## config.mk

```make
export PLATFORM = sky130hd
export DESIGN_NAME = tx_udp_ip_flat
export DESIGN_NICKNAME = d
export VERILOG_FILES = /design/src/rtl/tx_udp_ip_if.sv /design/src/rtl/tx_udp_ip.sv /design/src/flat_wrapper.sv
export SDC_FILE = /design/constraint.sdc
export NUM_CORES = 1
export LEC_CHECK = 0
export ABC_AREA = 1
export BUFFER_PORTS_ARGS = -buffer_cell sky130_fd_sc_hd__buf_4
export CORE_MARGIN = 3
export CORE_UTILIZATION = 55
export DETAILED_ROUTE_END_ITERATION = 16
export GPL_ROUTABILITY_DRIVEN = 0
export PLACE_DENSITY_LB_ADDON = 0.05
export SLEW_MARGIN = 20
export SYNTH_ARGS = -nofsm -noshare
export SYNTH_HDL_FRONTEND = slang
export SYNTH_SLANG_ARGS = --single-unit
```

## constraint.sdc

```tcl
create_clock -name s_axis_aclk -period 4.41 [get_ports s_axis_aclk]
set_input_delay 0.441 -clock s_axis_aclk [delete_from_list [all_inputs] [get_ports s_axis_aclk]]
set_output_delay 0.441 -clock s_axis_aclk [all_outputs]
set_load 0.1 [all_outputs]
```

## src/rtl/tx_udp_ip_if.sv

```systemverilog
`default_nettype none
// ============================================================================
// Module   : tx_udp_ip_if
// Brief    : Byte-wide AXI-Stream bundle used on both sides of tx_udp_ip.
// Revision : 1.0
// ============================================================================
interface tx_udp_ip_if;
    logic [7:0] tdata;
    logic       tvalid;
    logic       tready;
    logic       tlast;
    logic       tuser;

    modport master (output tdata, tvalid, tlast, tuser, input  tready);
    modport slave  (input  tdata, tvalid, tlast, tuser, output tready);
endinterface
`default_nettype wire

```

## src/rtl/tx_udp_ip.sv

```systemverilog
`default_nettype none
// ============================================================================
// Module   : tx_udp_ip
// Brief    : Prepends IPv4 + UDP headers to a payload byte stream.
// Revision : 1.0
// ============================================================================
module tx_udp_ip #(
    parameter logic [7:0]  TTL     = 8'd64,
    parameter logic [15:0] MAX_LEN = 16'd1472
) (
    input  logic        s_axis_aclk,
    input  logic        reset,
    input  logic [31:0] src_ip,
    input  logic [31:0] dst_ip,
    input  logic [15:0] src_port,
    input  logic [15:0] dst_port,
    input  logic [15:0] payload_len,
    tx_udp_ip_if.slave  s_axis,
    tx_udp_ip_if.master m_axis,
    output logic        err
);
    localparam logic [2:0] S_IDLE  = 3'd0;
    localparam logic [2:0] S_CSUM0 = 3'd1;
    localparam logic [2:0] S_CSUM1 = 3'd2;
    localparam logic [2:0] S_HDR   = 3'd3;
    localparam logic [2:0] S_DATA  = 3'd4;
    localparam logic [2:0] S_PAD   = 3'd5;
    localparam logic [2:0] S_DROP  = 3'd6;
    localparam logic [4:0] c_HDR_LAST = 5'd27;

    logic [2:0]  r_state, w_next;
    logic [31:0] r_src_ip, r_dst_ip;
    logic [15:0] r_sport, r_dport, r_len, r_id, r_csum, r_rem;
    logic [19:0] r_sum;
    logic [4:0]  r_cnt;
    logic        r_err;

    logic        w_len_bad, w_m_hs;
    logic [15:0] w_tot_len, w_udp_len, w_fold2;
    logic [16:0] w_fold1;
    logic [19:0] w_sum;
    logic [7:0]  w_hdr_byte;

    assign w_len_bad = (payload_len == 16'd0) || (payload_len > MAX_LEN);
    assign w_m_hs    = m_axis.tvalid & m_axis.tready;
    assign w_tot_len = r_len + 16'd28;
    assign w_udp_len = r_len + 16'd8;
    assign err       = r_err;

    // Checksum word is zero during summation, so it is simply left out.
    assign w_sum = 20'h04500 + {4'h0, w_tot_len} + {4'h0, r_id} + 20'h04000
                 + {4'h0, TTL, 8'h11}
                 + {4'h0, r_src_ip[31:16]} + {4'h0, r_src_ip[15:0]}
                 + {4'h0, r_dst_ip[31:16]} + {4'h0, r_dst_ip[15:0]};
    assign w_fold1 = {1'b0, r_sum[15:0]} + {13'd0, r_sum[19:16]};
    // A carry out of the first fold leaves at most 0x000E below, so this cannot overflow.
    assign w_fold2 = w_fold1[15:0] + {15'd0, w_fold1[16]};

    always_comb begin
        w_hdr_byte = 8'h00;
        case (r_cnt)
            5'd0:  w_hdr_byte = 8'h45;
            5'd2:  w_hdr_byte = w_tot_len[15:8];
            5'd3:  w_hdr_byte = w_tot_len[7:0];
            5'd4:  w_hdr_byte = r_id[15:8];
            5'd5:  w_hdr_byte = r_id[7:0];
            5'd6:  w_hdr_byte = 8'h40;
            5'd8:  w_hdr_byte = TTL;
            5'd9:  w_hdr_byte = 8'h11;
            5'd10: w_hdr_byte = r_csum[15:8];
            5'd11: w_hdr_byte = r_csum[7:0];
            5'd12: w_hdr_byte = r_src_ip[31:24];
            5'd13: w_hdr_byte = r_src_ip[23:16];
            5'd14: w_hdr_byte = r_src_ip[15:8];
            5'd15: w_hdr_byte = r_src_ip[7:0];
            5'd16: w_hdr_byte = r_dst_ip[31:24];
            5'd17: w_hdr_byte = r_dst_ip[23:16];
            5'd18: w_hdr_byte = r_dst_ip[15:8];
            5'd19: w_hdr_byte = r_dst_ip[7:0];
            5'd20: w_hdr_byte = r_sport[15:8];
            5'd21: w_hdr_byte = r_sport[7:0];
            5'd22: w_hdr_byte = r_dport[15:8];
            5'd23: w_hdr_byte = r_dport[7:0];
            5'd24: w_hdr_byte = w_udp_len[15:8];
            5'd25: w_hdr_byte = w_udp_len[7:0];
            default: w_hdr_byte = 8'h00;
        endcase
    end

    always_ff @(posedge s_axis_aclk) begin
        if (reset) r_state <= S_IDLE;
        else       r_state <= w_next;
    end

    always_comb begin
        w_next = r_state;
        case (r_state)
            S_IDLE:  if (s_axis.tvalid && s_axis.tuser)
                         w_next = w_len_bad ? S_DROP : S_CSUM0;
            S_CSUM0: w_next = S_CSUM1;
            S_CSUM1: w_next = S_HDR;
            S_HDR:   if (w_m_hs && r_cnt == c_HDR_LAST) w_next = S_DATA;
            S_DATA:  if (w_m_hs) begin
                         if (r_rem == 16'd1)    w_next = s_axis.tlast ? S_IDLE : S_DROP;
                         else if (s_axis.tlast) w_next = S_PAD;
                     end
            S_PAD:   if (w_m_hs && r_rem == 16'd1) w_next = S_IDLE;
            S_DROP:  if (s_axis.tvalid && s_axis.tlast) w_next = S_IDLE;
            default: w_next = S_IDLE;
        endcase
    end

    always_comb begin
        s_axis.tready = 1'b0;
        m_axis.tvalid = 1'b0;
        m_axis.tdata  = 8'h00;
        m_axis.tlast  = 1'b0;
        m_axis.tuser  = 1'b0;
        case (r_state)
            // Stray bytes outside a frame are swallowed; start bytes wait.
            S_IDLE: s_axis.tready = s_axis.tvalid & ~s_axis.tuser;
            S_HDR: begin
                m_axis.tvalid = 1'b1;
                m_axis.tdata  = w_hdr_byte;
                m_axis.tuser  = (r_cnt == 5'd0);
            end
            S_DATA: begin
                s_axis.tready = m_axis.tready;
                m_axis.tvalid = s_axis.tvalid;
                m_axis.tdata  = s_axis.tdata;
                m_axis.tlast  = (r_rem == 16'd1);
            end
            S_PAD: begin
                m_axis.tvalid = 1'b1;
                m_axis.tlast  = (r_rem == 16'd1);
            end
            S_DROP:  s_axis.tready = 1'b1;
            default: s_axis.tready = 1'b0;
        endcase
    end

    always_ff @(posedge s_axis_aclk) begin
        if (reset) begin
            r_src_ip <= 32'd0;
            r_dst_ip <= 32'd0;
            r_sport  <= 16'd0;
            r_dport  <= 16'd0;
            r_len    <= 16'd0;
            r_id     <= 16'd0;
            r_sum    <= 20'd0;
            r_csum   <= 16'd0;
            r_cnt    <= 5'd0;
            r_rem    <= 16'd0;
            r_err    <= 1'b0;
        end else begin
            r_err <= 1'b0;
            case (r_state)
                S_IDLE: if (s_axis.tvalid) begin
                    if (s_axis.tuser) begin
                        r_src_ip <= src_ip;
                        r_dst_ip <= dst_ip;
                        r_sport  <= src_port;
                        r_dport  <= dst_port;
                        r_len    <= payload_len;
                        r_cnt    <= 5'd0;
                        r_err    <= w_len_bad;
                    end else if (s_axis.tlast) begin
                        r_err <= 1'b1;
                    end
                end
                S_CSUM0: r_sum  <= w_sum;
                S_CSUM1: r_csum <= ~w_fold2;
                S_HDR: if (w_m_hs) begin
                    r_cnt <= r_cnt + 5'd1;
                    r_rem <= r_len;
                end
                S_DATA: if (w_m_hs) begin
                    r_rem <= r_rem - 16'd1;
                    if (r_rem == 16'd1) begin
                        r_id  <= r_id + 16'd1;
                        r_err <= ~s_axis.tlast;
                    end else if (s_axis.tlast) begin
                        r_err <= 1'b1;
                    end
                end
                S_PAD: if (w_m_hs) begin
                    r_rem <= r_rem - 16'd1;
                    if (r_rem == 16'd1) r_id <= r_id + 16'd1;
                end
                default: ;
            endcase
        end
    end
endmodule
`default_nettype wire

```

## src/flat_wrapper.sv

```systemverilog
// flat-port wrapper written by rule: the top's interface ports become plain ports
module tx_udp_ip_flat 
#(
    parameter logic [7:0]  TTL     = 8'd64,
    parameter logic [15:0] MAX_LEN = 16'd1472
)
  (s_axis_aclk, reset, src_ip, dst_ip, src_port, dst_port, payload_len, err, s_axis_tdata, s_axis_tvalid, s_axis_tlast, s_axis_tuser, s_axis_tready, m_axis_tdata, m_axis_tvalid, m_axis_tlast, m_axis_tuser, m_axis_tready);
  tx_udp_ip_if s_axis_i ();
  tx_udp_ip_if m_axis_i ();
  input  logic s_axis_aclk;
  input  logic reset;
  input  logic [31:0] src_ip;
  input  logic [31:0] dst_ip;
  input  logic [15:0] src_port;
  input  logic [15:0] dst_port;
  input  logic [15:0] payload_len;
  output logic err;
  input wire logic [$bits(s_axis_i.tdata)-1:0] s_axis_tdata;
  input wire logic [$bits(s_axis_i.tvalid)-1:0] s_axis_tvalid;
  input wire logic [$bits(s_axis_i.tlast)-1:0] s_axis_tlast;
  input wire logic [$bits(s_axis_i.tuser)-1:0] s_axis_tuser;
  output wire logic [$bits(s_axis_i.tready)-1:0] s_axis_tready;
  output wire logic [$bits(m_axis_i.tdata)-1:0] m_axis_tdata;
  output wire logic [$bits(m_axis_i.tvalid)-1:0] m_axis_tvalid;
  output wire logic [$bits(m_axis_i.tlast)-1:0] m_axis_tlast;
  output wire logic [$bits(m_axis_i.tuser)-1:0] m_axis_tuser;
  input wire logic [$bits(m_axis_i.tready)-1:0] m_axis_tready;
  assign s_axis_i.tdata = s_axis_tdata;
  assign s_axis_i.tvalid = s_axis_tvalid;
  assign s_axis_i.tlast = s_axis_tlast;
  assign s_axis_i.tuser = s_axis_tuser;
  assign s_axis_tready = s_axis_i.tready;
  assign m_axis_tdata = m_axis_i.tdata;
  assign m_axis_tvalid = m_axis_i.tvalid;
  assign m_axis_tlast = m_axis_i.tlast;
  assign m_axis_tuser = m_axis_i.tuser;
  assign m_axis_i.tready = m_axis_tready;
  tx_udp_ip #(.TTL(TTL), .MAX_LEN(MAX_LEN)) u_core (.s_axis_aclk(s_axis_aclk), .reset(reset), .src_ip(src_ip), .dst_ip(dst_ip), .src_port(src_port), .dst_port(dst_port), .payload_len(payload_len), .s_axis(s_axis_i), .m_axis(m_axis_i), .err(err));
endmodule
```

======== Yosys cells after proc, flatten, opt, wreduce, memory -nomap -nowiden ========
Index checks and enable logic that the tools add are counted.
cells by class
  order comparisons ....................... 1
  bitwise logic cells ..................... 5
  add/subtract/negate cells ............... 15
  muxes and demuxes ....................... 29
  equal/unequal tests ..................... 41
  reduce and logical (&&, ||, !) cells .... 18
operators by type and width
  kind                    number
  $pmux 8 s23             1
  $add 20x16->20          5
  $eq 5x5->1 const B      11
  $add 20x15->20 const B  2
  $eq 5x4->1 const B      8
  $mux 16                 2
  $pmux 16 s2             1
  $mux 3                  9
  $pmux 3 s7              1
  $add 15x16->17 const A  1
  $add 16x4->17           1
  $add 16x1->16           1
  $add 16x1->16 const B   1
  $add 16x4->16 const B   1
  $add 16x5->16 const B   1
  $eq 16x1->1 const B     1
  $gt 16x11->1 const B    1
  $logic_not 16->1        1
  $not 16->16             1
  $pmux 8 s2              1
  $sub 16x1->16 const B   1
  $eq 5x3->1 const B      3
  $mux 5                  3
  $ne 2x1->1 const B      7
  22 further kinds        44
word-level totals
  flip-flop bits (word level) ............. 189
  output and inout bits ................... 13

======== Longest topological paths before layout ========
  depth in word-level cells ............... 9
  gate-level depth with buffers ........... 30
  gate-level depth less buffers ........... 30

======== Least setup slack after synthesis ========
OpenSTA, ideal clock, no wires.
  path type ............................... reg2reg
  start ................................... register u_core.r_len[3]
  end ..................................... register u_core.r_sum[17]
  cell stages (with the launch flop) ...... 26
  clock period less this slack ............ 4.841 ns
  path buffers ............................ 0
  required time ........................... 4.294 ns
  arrival time ............................ 4.724 ns
  setup slack ............................. -0.431 ns
  cells stage by stage .................... dfxtp_1 inv_1 ha_1 nand2_1 nand2_1 nand2_2 xor2_1 ha_1 inv_1 nand2_1 nand4_1 xnor2_1 fa_1 inv_1 fa_1 fa_1 inv_1 fa_1 ha_1 nand2_1 nor4_1 nand2_1 nand3_1 nand3_1 o211ai_1 inv_1
between the ends
  word-level cells in the longest chain between the ends .. 9
ends and longest elaborated chain
  what                         RTL line          source
  start, declared              tx_udp_ip.sv:33   logic [15:0] r_sport, r_dport, r_len, r_id, r_csum, r_rem;
  start signal, assigned       tx_udp_ip.sv:164  r_len <= payload_len;
  $add 16x5->16                tx_udp_ip.sv:46   assign w_tot_len = r_len + 16'd28;
  $add 15x16->17               tx_udp_ip.sv:51   assign w_sum = 20'h04500 + {4'h0, w_tot_len} + {4'h0, r_id} + 20'h04000
  $add 20x16->20               tx_udp_ip.sv:51
  $add 20x15->20               tx_udp_ip.sv:51
  $add 20x15->20               tx_udp_ip.sv:52   + {4'h0, TTL, 8'h11}
  $add 20x16->20 (2 in a row)  tx_udp_ip.sv:53   + {4'h0, r_src_ip[31:16]} + {4'h0, r_src_ip[15:0]}
  $add 20x16->20 (2 in a row)  tx_udp_ip.sv:54   + {4'h0, r_dst_ip[31:16]} + {4'h0, r_dst_ip[15:0]};
  end signal, assigned         tx_udp_ip.sv:171  S_CSUM0: r_sum <= w_sum;
  end, declared                tx_udp_ip.sv:34   logic [19:0] r_sum;
Every way passes these cells.
A chain may end at the register's enable or synchronous reset.

======== Final worst setup path ========
Same ends and word-level chain as after synthesis.

==> results.txt <==
The flow ran to the end, but the final reports show violations. The final reports fail on setup timing. The post-synthesis to final-layout area growth came out at 25.9%.

The count of placed standard cells in the final layout, fillers left out is 2405. The fill cell instance count of the final layout is 1870. The final HPWL from detailed placement is 35400 um.

The leakage component of the power came out at 7.26 nW. The count of unresolved DRC violations after routing came out at 0. The H-tree depth came out at 4.

Summing all multi-input logic gate instances after layout gives 8700 sq um. The hold path depth came out at 3. Summed over all instances, the cell type with the most area after synthesis is sky130_fd_sc_hd__dfxtp_1. The routed wire length is 46300 um.

For this run, the total global-route usage over all layers was measured as 0.343. Synthesis produced a netlist with a net count of 2127. The maximum buffer depth of the clock tree is 2.

The min-delay analysis places its worst path in the category input port to flop. Each instance of the synthesized netlist takes up on average 6.99 sq um. For this run, the slowest stage of the critical path takes 550 ps. In the finished design, the share of the clock period the worst path needs comes to 1.13.

The number of synthesized register bits is 189. The total CTS buffers came out at 17. After routing the design area is 16500 sq um. The worst setup path is launched from a flop. The total negative slack came out at -3580 ps. The number of antenna violations at the first check in global routing came out at 1. TritonCTS built the clock tree. The I/O pin total is 139. Setup repair after global routing could not meet its margin everywhere. The most repeated cell in the gate-level netlist after synthesis is sky130_fd_sc_hd__nand2_1. The worst slew slack as a fraction of its limit is 0.245. The count of final setup violators came out at 10. The commonest cells after synthesis are sky130_fd_sc_hd__nand2_1, sky130_fd_sc_hd__inv_1, sky130_fd_sc_hd__a21oi_1, sky130_fd_sc_hd__dfxtp_1, sky130_fd_sc_hd__o21ai_0. The number of different library cells in the post-synthesis netlist is 51. The ratio of routed vias to standard cells is 5.79. Clock tree synthesis found a total of 189 sinks. The routed wire length per instance came out at 19.2 um.

The root buffer cell chosen for the clock tree is sky130_fd_sc_hd__clkbuf_16. The maximum frequency from static timing analysis came out at 0.201 GHz. The post-layout total power is 0.0117 W.

The endpoint of the lowest-slack register-to-register path is u_core.r_sum[17]$_SDFFE_PP0N_. The cell area that synthesis handed to floorplanning was 13100 sq um. The first global-routing pass estimated 69700 um of wire. Sorting the synthesized cells by area gives the leading types as sky130_fd_sc_hd__dfxtp_1, sky130_fd_sc_hd__nand2_1, sky130_fd_sc_hd__fa_1. The number of hold violations in the final report came out at 0.

The launch instance of the worst register-to-register path is u_core.r_len[3]$_SDFFE_PP0P_. The number of global-route vias before repair came to 12900. The total number of vias came out at 13900.

The placed instance area is 15300 sq um. The areal power density over the cells is 706 nW/um^2. Across the run, the number of max-cap violations was 0.

The share of post-route cells with drive strength above 1 came out at 0.213. The final layout net count is 2326. The overall overflow remaining after global route is 0.

The transition time at the pin with the least slew margin came out at 1130 ps. The required time of the worst setup path came out at 4750 ps. IR analysis of the VDD net gives a maximum drop of 498 uV. The slowest stage of the critical path belongs to the cell sky130_fd_sc_hd__fa_1. The worst clock skew is 18.5 ps. STA classifies the critical path endpoint as a flop. The instance count of the mapped netlist is 1880. The count of nets left with antenna violations once routing finished came out at 0. The effective utilization at floorplan is 0.570. The most used flip-flop cell after synthesis is sky130_fd_sc_hd__dfxtp_1. The highest net fanout along the worst path is 4. The first-iteration detailed-routing DRC count came out at 1576.

The clock latency on the worst-skew pair came out at 460 ps. The number of antenna diodes in the final layout is 0. The floorplan die area is 25800 sq um. The worst-case register-to-register setup slack came out at -560 ps. The final number of max-transition violations came out at 0. The placed cell count came out at 2358.

The critical path arrival is 5300 ps. The synthesis warning total is 0. For this run, asynchronously set or reset flops after synthesis account for 0. The maximum number of pins on one net before global-route repair is 123.

Clock-pin slew was measured on the worst setup and hold paths at 90 ps. The core area came out at 23100 sq um. The first-pass iteration count of the detailed router came out at 6. The start point of the critical path is u_core.r_len[3]$_SDFFE_PP0P_. The number of rows in the core area is 55. The smallest setup slack after layout is -556 ps. Buffers placed on the I/O ports in this run total 138.

The worst hold path terminates at u_core.r_dport[10]$_SDFFE_PP0P_. The fraction of post-synthesis cell area in the top cell type by area came out at 0.288. The path depth of the worst reg2reg path came out at 29. The width of the chip is 161 um. The die is 161 um tall.

In this run the most critical hold path is launched from dst_port[10]. Of the synthesized area, sequential elements account for 0.288. The final period demand of the worst path is 4970 ps. The storage element area is 3790 sq um. The number of buffers inserted by hold repair at cts came out at 0.

Counting flops with a built-in enable in the synthesized netlist gives 0. The category of the critical setup timing path is flop to flop.
-- worst max path at each step --
stage / cells after the start / slack [ps] / end
2_1_floorplan: 25 / -70 / u_core.r_sum[16]$_SDFFE_PP0N_
3_3_place_gp: 25 / -270 / u_core.r_sum[17]$_SDFFE_PP0N_
3_5_place_dp: 25 / -420 / u_core.r_sum[17]$_SDFFE_PP0N_
4_1_cts: 27 / -340 / u_core.r_sum[18]$_SDFFE_PP0N_
5_1_grt: 27 / -690 / u_core.r_sum[17]$_SDFFE_PP0N_
6_report: 29 / -560 / u_core.r_sum[17]$_SDFFE_PP0N_
-- layer usage --
layer / global-route usage / routed length [um] / up-vias
li1: - / - / 6563
met1: 0.464 / 18700 / 6412
met5: 0 / 13 / -
met4: 0.137 / 2040 / 2
met3: 0.0733 / 4750 / 156
met2: 0.538 / 20800 / 792
-- state kept, by name, summed over array words and instances, names as in the netlist --
register	cells
u_core.r_sum	20
u_core.r_rem	16
u_core.r_len	16
u_core.r_dst_ip	32
u_core.r_csum	16
u_core.r_id	16
u_core.r_sport	16
u_core.r_dport	16
u_core.r_cnt	5
u_core.r_state	3
u_core.r_src_ip	32
u_core.err	1
-- worst max-delay path: cells and delay by family (launching register included) --
family          cells  cell delay [ps]
fa+ha+maj           7             2400
simple gates       11              980
buf+inv             7              500
compound gates      3              410
flops               1              370
xor+xnor            1              200
-- final cells by class --
class                           count  share of cell area
Clock buffer                       17              0.0257
Clock inverter                     15              0.0135
Inverter                          305              0.0698
Sequential cell                   189               0.229
Multi-Input combinational cell   1321               0.525
Timing Repair Buffer              245               0.113
Tap cell                          313              0.0237
-- cell families after synthesis --
logic type | synth area share
xor+xnor | 0.0232
simple gates | 0.245
fa+ha+maj | 0.151
buf+inv | 0.108
compound gates | 0.185
flops | 0.288
-- placed cells by master (no fill, tap or decap), types with 25 or more instances in the layout --
master,Yosys,final
sky130_fd_sc_hd__nand2_1,356,332
sky130_fd_sc_hd__inv_1,292,275
sky130_fd_sc_hd__buf_4,2,240
sky130_fd_sc_hd__a21oi_1,204,195
sky130_fd_sc_hd__dfxtp_1,189,185
sky130_fd_sc_hd__o21ai_0,151,135
sky130_fd_sc_hd__nand3_1,127,123
sky130_fd_sc_hd__nor2_1,127,117
sky130_fd_sc_hd__fa_1,63,58
sky130_fd_sc_hd__ha_1,58,33
sky130_fd_sc_hd__inv_2,13,28
sky130_fd_sc_hd__nor3_1,28,28
sky130_fd_sc_hd__nand4_1,28,28
sky130_fd_sc_hd__o22ai_1,28,28
sky130_fd_sc_hd__ha_4,0,25
-- timing repair --
item,4_1_cts,5_1_grt
pin swaps,50,64
resized for setup,52,68
endpoints found under the setup margin,12,13
buffers inserted,8,7
endpoints found under the hold margin,0,0
-- power by group --
part	switching (W)	total, W	leakage (nW)	internal, W
Combinational	0.00433	0.00769	5.41	0.00336
Clock	0.000868	0.00167	0.308	0.000802
Sequential	0.000298	0.00232	1.54	0.00202
-- stage by stage --
step	setup WS, ps	utilization	hold slack, ps
6_report	-556	0.718	251
5_1_grt	-686	0.718	260
4_1_cts	-339	0.703	250
3_5_place_dp	-423	0.662	447
3_3_place_gp	-273	0.662	443
2_1_floorplan	-67.9	-	425
No activity file was read; power rests on OpenSTA's default activity.
